--- src/rtl/pcie_axis_pkg.sv ---
// Shared types and constants for the PCIe AXIS RX TLP splitter.
//   rx_state_t  : splitter FSM states
//   hdr_desc_t  : header descriptor carried by the header queue
//   lowest_bar  : index of the lowest set bit of a 7-bit BAR hit vector
package pcie_axis_pkg;

    typedef enum logic [2:0] {
        ST_H0    = 3'd0,  // beat 0: DW0/DW1, drop decision
        ST_H1    = 3'd1,  // beat 1: DW2/DW3 or DW2/data0, descriptor push
        ST_PLD   = 3'd2,  // payload beats, aligned or realigned
        ST_FLUSH = 3'd3,  // emit the trailing residue DW
        ST_DROP  = 3'd4   // swallow the rest of a rejected TLP
    } rx_state_t;

    // tuser fields
    localparam int TUSER_ERR_FWD = 1;
    localparam int TUSER_BAR_LO  = 2;
    localparam int TUSER_BAR_HI  = 8;

    // DW0 fields
    localparam int DW0_EP_BIT       = 14;
    localparam int DW0_TYPE_LO      = 24;
    localparam int DW0_TYPE_HI      = 28;
    localparam int DW0_FMT_4DW_BIT  = 29;  // fmt[0]
    localparam int DW0_FMT_DATA_BIT = 30;  // fmt[1]

    localparam logic [4:0] TYPE_MEM = 5'b00000;

    localparam logic [7:0] KEEP_LO  = 8'h0F;
    localparam logic [7:0] KEEP_ALL = 8'hFF;

    typedef struct packed {
        logic [127:0] dw;        // {DW3,DW2,DW1,DW0}
        logic         is_4dw;
        logic         has_data;
        logic [2:0]   bar;
    } hdr_desc_t;

    function automatic logic [2:0] lowest_bar(input logic [6:0] hits);
        logic [2:0] idx;
        idx = 3'd0;
        for (int i = 6; i >= 0; i--) begin
            if (hits[i]) idx = 3'(i);
        end
        return idx;
    endfunction

endpackage

--- src/rtl/pcie_axis_hdr_fifo.sv ---
// Synchronous FIFO of header descriptors.
//   i_clk/i_rst_n : clock, async active-low reset
//   i_push/i_din  : write a descriptor (accepted when not full, or when a pop frees the slot)
//   i_pop/o_dout  : head descriptor, removed when i_pop and not empty
//   o_full/o_empty: occupancy flags
module pcie_axis_hdr_fifo
    import pcie_axis_pkg::*;
#(
    parameter int DEPTH = 4
) (
    input  logic      i_clk,
    input  logic      i_rst_n,
    input  logic      i_push,
    input  hdr_desc_t i_din,
    input  logic      i_pop,
    output hdr_desc_t o_dout,
    output logic      o_full,
    output logic      o_empty
);

    localparam int AW = $clog2(DEPTH);

    if (DEPTH < 2 || (DEPTH & (DEPTH - 1)) != 0) begin : g_bad_depth
        $error("pcie_axis_hdr_fifo: DEPTH must be a power of two >= 2");
    end

    hdr_desc_t    r_mem [DEPTH];
    logic [AW:0]  r_wr;
    logic [AW:0]  r_rd;
    logic         w_do_pop;
    logic         w_do_push;

    // Extra pointer MSB distinguishes full from empty.
    assign o_empty   = (r_wr == r_rd);
    assign o_full    = (r_wr[AW] != r_rd[AW]) && (r_wr[AW-1:0] == r_rd[AW-1:0]);
    assign w_do_pop  = i_pop && !o_empty;
    // A push into a full queue only lands when the head leaves in the same cycle.
    assign w_do_push = i_push && (!o_full || w_do_pop);
    assign o_dout    = r_mem[r_rd[AW-1:0]];

    always_ff @(posedge i_clk) begin
        if (w_do_push) r_mem[r_wr[AW-1:0]] <= i_din;
    end

    always_ff @(posedge i_clk or negedge i_rst_n) begin
        if (!i_rst_n) begin
            r_wr <= '0;
            r_rd <= '0;
        end else begin
            if (w_do_push) r_wr <= r_wr + 1'b1;
            if (w_do_pop)  r_rd <= r_rd + 1'b1;
        end
    end

endmodule

--- src/rtl/pcie_axis_rx_tlp_splitter.sv ---
// Splits the 64-bit PCIe AXIS RX stream into header descriptors (queued) and a
// DW-realigned payload stream; filters TLPs by BAR, poison and error-forward.
//   user_clk, user_reset_n       : clock, async active-low reset
//   m_axis_rx_*                  : RX beats from the PCIe core (tready is ours)
//   hdr_valid/hdr_ready/hdr_*    : header descriptor queue head
//   pld_tdata/tkeep/tlast/tvalid : payload stream, first payload DW in [31:0]
//   stat_drop_cnt                : saturating count of discarded TLPs
module pcie_axis_rx_tlp_splitter
    import pcie_axis_pkg::*;
#(
    parameter int         C_DATA_WIDTH   = 64,
    parameter int         KEEP_WIDTH     = C_DATA_WIDTH / 8,
    parameter int         TCQ            = 1,
    parameter logic [6:0] BAR_MASK       = 7'b0000011,
    parameter bit         DROP_POISONED  = 1'b1,
    parameter int         HDR_FIFO_DEPTH = 4
) (
    input  logic                    user_clk,
    input  logic                    user_reset_n,
    input  logic [C_DATA_WIDTH-1:0] m_axis_rx_tdata,
    input  logic [KEEP_WIDTH-1:0]   m_axis_rx_tkeep,
    input  logic                    m_axis_rx_tlast,
    input  logic                    m_axis_rx_tvalid,
    input  logic [21:0]             m_axis_rx_tuser,
    output logic                    m_axis_rx_tready,
    output logic                    hdr_valid,
    input  logic                    hdr_ready,
    output logic [127:0]            hdr_dw,
    output logic                    hdr_4dw,
    output logic                    hdr_has_data,
    output logic [2:0]              hdr_bar,
    output logic [C_DATA_WIDTH-1:0] pld_tdata,
    output logic [KEEP_WIDTH-1:0]   pld_tkeep,
    output logic                    pld_tlast,
    output logic                    pld_tvalid,
    input  logic                    pld_tready,
    output logic [15:0]             stat_drop_cnt
);

    if (C_DATA_WIDTH != 64) begin : g_bad_width
        $error("pcie_axis_rx_tlp_splitter: only C_DATA_WIDTH=64 is supported");
    end
    // TCQ only shapes simulation-model timing; the RTL itself carries no delays.
    if (TCQ < 0) begin : g_bad_tcq
        $error("pcie_axis_rx_tlp_splitter: TCQ must be non-negative");
    end

    rx_state_t                r_state, w_nxt;
    logic                     r_run;        // low during and one cycle after reset: holds tready off
    logic [63:0]              r_hdr_lo;     // {DW1,DW0}
    logic [2:0]               r_bar;
    logic                     r_realign;
    logic [31:0]              r_residue;
    logic [C_DATA_WIDTH-1:0]  r_pld_tdata;
    logic [KEEP_WIDTH-1:0]    r_pld_tkeep;
    logic                     r_pld_tlast;
    logic                     r_pld_tvalid;
    logic [15:0]              r_drop_cnt;

    logic                     w_tready;
    logic                     w_out_free;
    logic                     w_fifo_full;
    logic                     w_fifo_empty;
    logic [6:0]               w_bar_hit;
    logic                     w_drop_tlp;
    logic                     w_push;
    logic                     w_lat_hdr;
    logic                     w_drop_inc;
    logic                     w_ld_pld;
    logic                     w_ld_res;
    logic                     w_nxt_realign;
    logic [C_DATA_WIDTH-1:0]  w_pld_d;
    logic [KEEP_WIDTH-1:0]    w_pld_k;
    logic                     w_pld_l;
    hdr_desc_t                w_desc;
    hdr_desc_t                w_head;
    logic                     w_unused;

    assign w_unused   = ^{m_axis_rx_tuser[21:9], m_axis_rx_tuser[0]};
    assign w_out_free = !r_pld_tvalid || pld_tready;
    assign w_bar_hit  = m_axis_rx_tuser[TUSER_BAR_HI:TUSER_BAR_LO] & BAR_MASK;

    assign w_drop_tlp = m_axis_rx_tuser[TUSER_ERR_FWD]
                      | (DROP_POISONED & m_axis_rx_tdata[DW0_EP_BIT])
                      | ((m_axis_rx_tdata[DW0_TYPE_HI:DW0_TYPE_LO] == TYPE_MEM) && (w_bar_hit == 7'd0));

    // Descriptor is assembled from the latched first beat plus the current (second) beat.
    always_comb begin
        w_desc          = '0;
        w_desc.dw       = {r_hdr_lo[DW0_FMT_4DW_BIT] ? m_axis_rx_tdata[63:32] : 32'h0,
                           m_axis_rx_tdata[31:0], r_hdr_lo};
        w_desc.is_4dw   = r_hdr_lo[DW0_FMT_4DW_BIT];
        w_desc.has_data = r_hdr_lo[DW0_FMT_DATA_BIT];
        w_desc.bar      = r_bar;
    end

    always_ff @(posedge user_clk or negedge user_reset_n) begin
        if (!user_reset_n) r_state <= ST_H0;
        else               r_state <= w_nxt;
    end

    always_comb begin
        w_nxt         = r_state;
        w_tready      = 1'b0;
        w_push        = 1'b0;
        w_lat_hdr     = 1'b0;
        w_drop_inc    = 1'b0;
        w_ld_pld      = 1'b0;
        w_ld_res      = 1'b0;
        w_nxt_realign = r_realign;
        w_pld_d       = m_axis_rx_tdata;
        w_pld_k       = m_axis_rx_tkeep;
        w_pld_l       = m_axis_rx_tlast;
        if (r_run) begin
            case (r_state)
                ST_H0: begin
                    // Stall on full regardless of hdr_ready: the push happens a beat later.
                    w_tready = !w_fifo_full;
                    if (m_axis_rx_tvalid && w_tready) begin
                        if (w_drop_tlp) begin
                            w_drop_inc = 1'b1;
                            w_nxt      = m_axis_rx_tlast ? ST_H0 : ST_DROP;
                        end else if (!m_axis_rx_tlast) begin
                            w_lat_hdr = 1'b1;
                            w_nxt     = ST_H1;
                        end
                    end
                end
                ST_H1: begin
                    w_tready = w_out_free;
                    if (m_axis_rx_tvalid && w_tready) begin
                        w_push = 1'b1;
                        if (r_hdr_lo[DW0_FMT_4DW_BIT]) begin
                            w_nxt_realign = 1'b0;
                            w_nxt         = m_axis_rx_tlast ? ST_H0 : ST_PLD;
                        end else if (!r_hdr_lo[DW0_FMT_DATA_BIT]) begin
                            w_nxt = ST_H0;
                        end else begin
                            // data0 sits in the upper DW; hold it until the next beat.
                            w_ld_res      = 1'b1;
                            w_nxt_realign = 1'b1;
                            w_nxt         = m_axis_rx_tlast ? ST_FLUSH : ST_PLD;
                        end
                    end
                end
                ST_PLD: begin
                    w_tready = w_out_free;
                    if (m_axis_rx_tvalid && w_tready) begin
                        w_ld_pld = 1'b1;
                        if (r_realign) begin
                            w_ld_res = 1'b1;
                            w_pld_d  = {m_axis_rx_tdata[31:0], r_residue};
                            w_pld_k  = KEEP_ALL;
                            if (m_axis_rx_tlast) begin
                                // Full last beat leaves one DW behind for FLUSH.
                                w_pld_l = (m_axis_rx_tkeep == KEEP_LO);
                                w_nxt   = (m_axis_rx_tkeep == KEEP_LO) ? ST_H0 : ST_FLUSH;
                            end
                        end else if (m_axis_rx_tlast) begin
                            w_nxt = ST_H0;
                        end
                    end
                end
                ST_FLUSH: begin
                    if (w_out_free) begin
                        w_ld_pld = 1'b1;
                        w_pld_d  = {32'h0, r_residue};
                        w_pld_k  = KEEP_LO;
                        w_pld_l  = 1'b1;
                        w_nxt    = ST_H0;
                    end
                end
                ST_DROP: begin
                    w_tready = 1'b1;
                    if (m_axis_rx_tvalid && m_axis_rx_tlast) w_nxt = ST_H0;
                end
                default: w_nxt = ST_H0;
            endcase
        end
    end

    always_ff @(posedge user_clk or negedge user_reset_n) begin
        if (!user_reset_n) begin
            r_run        <= 1'b0;
            r_hdr_lo     <= '0;
            r_bar        <= '0;
            r_realign    <= 1'b0;
            r_residue    <= '0;
            r_pld_tdata  <= '0;
            r_pld_tkeep  <= '0;
            r_pld_tlast  <= 1'b0;
            r_pld_tvalid <= 1'b0;
            r_drop_cnt   <= '0;
        end else begin
            r_run     <= 1'b1;
            r_realign <= w_nxt_realign;
            if (w_lat_hdr) begin
                r_hdr_lo <= m_axis_rx_tdata;
                r_bar    <= lowest_bar(w_bar_hit);
            end
            if (w_ld_res) r_residue <= m_axis_rx_tdata[63:32];
            if (w_ld_pld) begin
                r_pld_tdata  <= w_pld_d;
                r_pld_tkeep  <= w_pld_k;
                r_pld_tlast  <= w_pld_l;
                r_pld_tvalid <= 1'b1;
            end else if (pld_tready) begin
                r_pld_tvalid <= 1'b0;
            end
            if (w_drop_inc && (r_drop_cnt != 16'hFFFF)) r_drop_cnt <= r_drop_cnt + 16'd1;
        end
    end

    pcie_axis_hdr_fifo #(
        .DEPTH   (HDR_FIFO_DEPTH)
    ) u_hdr_fifo (
        .i_clk   (user_clk),
        .i_rst_n (user_reset_n),
        .i_push  (w_push),
        .i_din   (w_desc),
        .i_pop   (hdr_ready),
        .o_dout  (w_head),
        .o_full  (w_fifo_full),
        .o_empty (w_fifo_empty)
    );

    assign m_axis_rx_tready = w_tready;
    assign hdr_valid        = !w_fifo_empty;
    assign hdr_dw           = w_head.dw;
    assign hdr_4dw          = w_head.is_4dw;
    assign hdr_has_data     = w_head.has_data;
    assign hdr_bar          = w_head.bar;
    assign pld_tdata        = r_pld_tdata;
    assign pld_tkeep        = r_pld_tkeep;
    assign pld_tlast        = r_pld_tlast;
    assign pld_tvalid       = r_pld_tvalid;
    assign stat_drop_cnt    = r_drop_cnt;

endmodule

--- config.mk ---
export PLATFORM = sky130hd
export DESIGN_NAME = pcie_axis_rx_tlp_splitter
export DESIGN_NICKNAME = d
export VERILOG_FILES = /design/src/rtl/pcie_axis_pkg.sv /design/src/rtl/pcie_axis_hdr_fifo.sv /design/src/rtl/pcie_axis_rx_tlp_splitter.sv
export SDC_FILE = /design/constraint.sdc
export NUM_CORES = 1
export LEC_CHECK = 0
export ABC_AREA = 0
export BUFFER_PORTS_ARGS = -buffer_cell sky130_fd_sc_hd__buf_2
export CORE_ASPECT_RATIO = 0.5
export CORE_UTILIZATION = 53
export CTS_CLUSTER_SIZE = 24
export DETAILED_ROUTE_END_ITERATION = 12
export GPL_ROUTABILITY_DRIVEN = 0
export PLACE_DENSITY = 0.76
export SLEW_MARGIN = 20
export SYNTH_ARGS = -nofsm -noshare
export SYNTH_HDL_FRONTEND = slang
export SYNTH_HIERARCHICAL = 1
export SYNTH_SLANG_ARGS = --single-unit
--- constraint.sdc ---
create_clock -name user_clk -period 5.3 [get_ports user_clk]
set_input_delay 0.795 -clock user_clk [delete_from_list [all_inputs] [get_ports user_clk]]
set_output_delay 0.795 -clock user_clk [all_outputs]
set_load 0.01 [all_outputs]
; Yosys cells after proc, flatten, opt, wreduce, memory -nomap -nowiden
; Memories as Yosys holds them, arrays and structs flattened.
; Cells that the tools add are included.
[word_totals]
register_bits = 200
out_inout_bits = 225
latch_bits = 0
mem_count = 1
mem_bits_ro = 0
word_cells = 122
ram_bits = 532
[memory_table]
columns = memory, depth, width, read_ports, rd_clocked_by_memory_dff, wr, line_no
row1 = u_hdr_fifo.r_mem, 4, 133, 1, 0, 1, pcie_axis_hdr_fifo.sv:27  ; hdr_desc_t r_mem [DEPTH];
[op_classes]
n_bitwise = 2
div = 0
multipliers = 0
add_sub_neg = 3
reduce_logical = 21
n_shift = 0
mux = 66
n_eq_ne = 16
n_lt_le_gt_ge = 0
[ops]
columns = cell, count
row1 = $mux 64, 4
row2 = $pmux 64 s2, 1
row3 = $mux 3, 12
row4 = $mux 1, 34
row5 = $mux 32, 1
row6 = $mux 8, 4
row7 = $add 16x1->16 const B, 1
row8 = $ne 16x16->1 const B, 1
row9 = $pmux 8 s2, 1
row10 = $pmux 3 s5, 1
row11 = $ne 2x2->1 const B, 6
row12 = $eq 8x4->1 const B, 1
row13 = $logic_and 1x1->1, 8
row14 = $mux 2, 4
row15 = $reduce_and 8->1, 1
row16 = $logic_not 7->1, 1
row17 = $add 3x1->3 const B, 2
row18 = $eq 3x2->1 const B, 2
row19 = $pmux 1 s2, 3
row20 = $logic_not 5->1, 1
row21 = $reduce_and 4->1, 1
row22 = $reduce_bool 2->1, 2
row23 = $eq 3x1->1 const B, 1
row24 = $eq 3x3->1, 1
row25 = other kinds (10), 14

; Depth between registers and ports, before layout
[logic_depth]
ltp_word = 9
ltp_mapped = 10
ltp_nobuf = 7

; Cells and area by module
; Netlist, hierarchy kept.
[modules_own_cells]
columns = mod, area_per_inst_um2, n_inst, cells_per_inst, seq_area_each_um2
row1 = pcie_axis_hdr_fifo, 19575.0, 1, 741, 16125.5
row2 = pcie_axis_rx_tlp_splitter, 8470.6, 1, 690, 4804.6

; Least setup slack after synthesis
; Ideal clock, no wire load.
[synth_path]
path_type = input to register
from = input m_axis_rx_tvalid
to = memory u_hdr_fifo/r_mem[0][0] (netlist bit), enable pin
stages = 4
path_slack_ns = 0.135
path_buffers = 1
setup_time_ns = 0.508
arrival_time_ns = 4.656
cell_sequence = clkbuf_1 > nand3_1 > nor2_1 > and3_1
[synth_via]
elab_chain_cells = 7
[synth_lines]
columns = item, line_no
row1 = from (decl), pcie_axis_rx_tlp_splitter.sv:23  ; input logic m_axis_rx_tvalid,
row2 = $logic_and 1x1->1, pcie_axis_rx_tlp_splitter.sv:131  ; if (m_axis_rx_tvalid && w_tready) begin
row3 = $mux 1, pcie_axis_rx_tlp_splitter.sv:131
row4 = $mux 1, pcie_axis_rx_tlp_splitter.sv:115  ; case (r_state)
row5 = $mux 1, pcie_axis_rx_tlp_splitter.sv:114  ; if (r_run) begin
row6 = named net w_push, pcie_axis_rx_tlp_splitter.sv:66  ; logic w_push;
row7 = $logic_and 1x1->1, pcie_axis_hdr_fifo.sv:38  ; assign w_do_push = i_push && (!o_full || w_do_pop);
row8 = $mux 1, pcie_axis_hdr_fifo.sv:42  ; if (w_do_push) r_mem[r_wr[AW-1:0]] <= i_din;
row9 = $mux 1 (not written as such), pcie_axis_hdr_fifo.sv:42
row10 = to (decl), pcie_axis_hdr_fifo.sv:27
; The timed path passes the listed nets, and every way through them passes these cells.

; Worst setup path in the final report
[layout_path]
from = register u_hdr_fifo.r_rd[0]
to = output hdr_dw[78]
[layout_via]
elab_chain_cells = 1
[layout_lines]
columns = item, line_no
row1 = from (decl), pcie_axis_hdr_fifo.sv:29  ; logic [AW:0] r_rd;
row2 = from (signal assigned), pcie_axis_hdr_fifo.sv:51  ; if (w_do_pop) r_rd <= r_rd + 1'b1;
row3 = $mem_v2 4x133, -
row4 = to (decl), pcie_axis_rx_tlp_splitter.sv:28  ; output logic [127:0] hdr_dw,
; Every way passes these cells.

==> results.yml <==
finish:
  drive_gt1_share_pct: 37.01
  nNetsFinal: 1868
  n_fill_cell: 3631
  final_cell_mix: "532 x edfxtp_1, 304 x buf_2, 195 x dfrtp_1, 133 x mux4_2, 76 x nand2_1"
  fin_util_pct: 62.50
  areaGrowthSynthToFinish_pct: 16.14
  final_common_cell: "edfxtp_1"
route:
  wl_per_cell_um: 24.09
  vias: 14560
  totalWireLength_mm: 60.62
  drc: 0
  ant_nets: 0
  vias_per_cell: 5.786
  dr.pass1.iters: 5
  drt_iter0_drc: 1171
clocking:
  clock_sinks: 730
  clock_path_buffers: 3
  h-tree-depth: 3
  cts-root-buf: "clkbuf_16"
  cts_tree: "done"
  numCtsBuffers: 66
  holdBufCountCts: 0
  cts_resized: 0
  cts.clk_slew.worst_paths_ps: 60
  clkLatencyLatePin_ps: 580
  post_cts_buffers: 0
setup_path:
  path_delay_family: "buffers and inverters"
  critPathRequiredTime_ps: 4510
  critPathKind: "reg -> out"
  crit_buf_inv: 2
  crit_chain: "buf_4 -> mux4_2 -> buf_2"
  endpoint_kind: "primary output"
  slowest_stage: "buf_4"
  worst_ep_arrival_time_ps: 2790
  crit_fanout: 47
  critPathLaunchType: "register"
  slowest_delay_ps: 770
die:
  die_w_um: 327.3
  die-area_um2: 53900
  core_area_um2: 52120
  num_rows: 59
  ios: 325
  fp.dieH_um: 164.7
  start_util_pct: 53.81
pwr:
  p_per_area_nw_per_um2: 509.9
  p_leak_nw: 12.68
  vdd_ir_drop_max_v: 0.0004462
  total_power_mw: 16.61
sta:
  fmax_ghz: 0.2786
  slew_headroom_pct: 23.65
  period_share_pct: 67.73
  tightest_slew_ps: 1142
  setup_viol: 0
  layout_setup_ws_ps: 1710
  hold_viol: 0
  finalMaxSlewViolations: 0
  fin_crit_ps: 3590
  fin_setup_tns_ps: 0
  final.setup_skew_ps: 20.10
  rsz0062_at_grt: "false"
global_route:
  grt_use_total_pct: 22.38
  antenna_found_initial: 2
  grt_pass1_vias: 14520
  grt_max_degree: 136
  grt-ovfl-total: 0
  grt_pass1_wl_mm: 89.55
hold_path:
  hold_class: "in -> async"
synthesis:
  synthMuxAreaShare_pct: 16.44
  mappedNetlistArea_um2: 28050
  yosysWarnings: 6
  synth_xor_area_share_pct: 0.5934
  synth-compound-area-share_pct: 2.699
  synthSimpleGateAreaFrac_pct: 3.890
  ys_types: 58
  ys_ff_latch: 730
  async_reset_ff_share_pct: 27.12
  synth_flop_cell: "edfxtp_1"
  synth-adder-area-share_pct: 0.2677
  syn_inst: 1431
  synth_edf_count: 532
  avgSynthCellArea_um2: 19.60
  ys_seq_area_share_pct: 74.63
  synth_top_family_by_area: "multiplexers"
placed_design:
  portBuffers: 305
  post-place-ws_ps: 1563
  dp_hpwl_mm: 36.20
flow_run:
  cap_violations: 0
run_status:
  status: "completed"
[worst register-to-register path, stage by stage (launching register included)]
cell and delay (ps):
dfrtp_1 600, or3b_2 540, nor2_1 520, and3_4 880
buf_12 450
[layer usage]
metal	GRT usage [%]	vias to the layer above	part of all wire, %
met5	0	-	0
met4	9.664	0	3.8
met3	4.252	132	5.9
met2	36.56	488	51
met1	29.89	7604	40
li1	-	6334	-
[cell families after synthesis]
kind of cell | Yosys count
AO/OA/AOI/OAI | 104
XOR/XNOR | 19
adder cells (fa/ha/maj) | 6
buffers and inverters | 81
flip-flops | 730
multiplexers | 268
other | 2
AND/OR/NAND/NOR | 221
[Yosys cell counts (all sizes together), types with 3 or more instances]
| library cell | instances | share of area [%] |
|---|---|---|
| a21oi | 7 | 0.12 |
| a221oi | 19 | 0.59 |
| a32oi | 14 | 0.44 |
| and2 | 39 | 0.87 |
| and3 | 9 | 0.20 |
| and4 | 3 | 0.094 |
| buf | 40 | 0.91 |
| clkbuf | 33 | 0.44 |
| dfrtp | 198 | 18 |
| edfxtp | 532 | 57 |
| ha | 6 | 0.27 |
| inv | 8 | 0.11 |
| mux2 | 100 | 4.5 |
| mux2i | 35 | 1.2 |
| mux4 | 133 | 11 |
| nand2 | 76 | 1.0 |
| nand2b | 6 | 0.13 |
| nand3 | 5 | 0.089 |
| nand4 | 11 | 0.25 |
| nor2 | 52 | 0.70 |
| nor3 | 5 | 0.11 |
| nor4 | 3 | 0.067 |
| o21ai | 39 | 0.70 |
| o32a | 4 | 0.14 |
| o41ai | 3 | 0.12 |
| xnor2 | 14 | 0.44 |
| xor2 | 5 | 0.16 |
[flip-flops by register name (all words and copies together), names as in the netlist]
register,flops
pld_tdata,64
pld_tkeep,8
pld_tlast,1
pld_tvalid,1
r_bar,1
r_hdr_lo,64
r_realign,1
r_residue,32
r_run,1
r_state,3
stat_drop_cnt,16
u_hdr_fifo/r_mem,532
u_hdr_fifo/r_rd,3
u_hdr_fifo/r_wr,3
[final cells by class]
| class | count | area [µm²] | share of cell area [%] |
|---|---|---|---|
| Timing Repair Buffer | 329 | 1844 | 5.662 |
| Tap cell | 701 | 877.1 | 2.693 |
| Clock inverter | 18 | 150.1 | 0.4610 |
| Clock buffer | 101 | 1934 | 5.939 |
| Sequential cell | 730 | 20940 | 64.29 |
| Multi-Input combinational cell | 627 | 6787 | 20.84 |
| Antenna cell | 2 | 5.005 | 0.01537 |
| Inverter | 8 | 35.03 | 0.1076 |
[report_power, final]
group          total [mW]  internal (mW)  switching (mW)
Sequential           7.72           7.17           0.554
Combinational        4.27           1.98            2.29
Clock                4.62           2.62            2.00
Total                16.6           11.8            4.84
[final timing paths]
path                                           endpoint          startpoint  slack [ps]  cells past startpoint
worst max-delay path                         hdr_dw[78]  u_hdr_fifo/r_rd[0]        1710                      3
worst min-delay path                        r_hdr_lo[2]        user_reset_n         270                      1
worst max register to register  u_hdr_fifo/r_mem[1][19]          r_state[0]        1930                      4
worst min register to register             pld_tkeep[6]        pld_tkeep[6]         470                      2
max in group asynchronous                  r_hdr_lo[55]        user_reset_n        3990                      2
min in group user_clk                      pld_tkeep[6]        pld_tkeep[6]         470                      2
[stage by stage]
stage	hold WS (ps)	std cells	cell area, µm²
CTS	308.0	2512	32520
finish	270.9	2516	32570
global placement	447.0	2393	30430
floorplan	457.4	1438	28070
global route	334.1	2515	32570
detailed placement	455.6	2393	30430
Note: power is estimated with default switching activity, not from simulation.
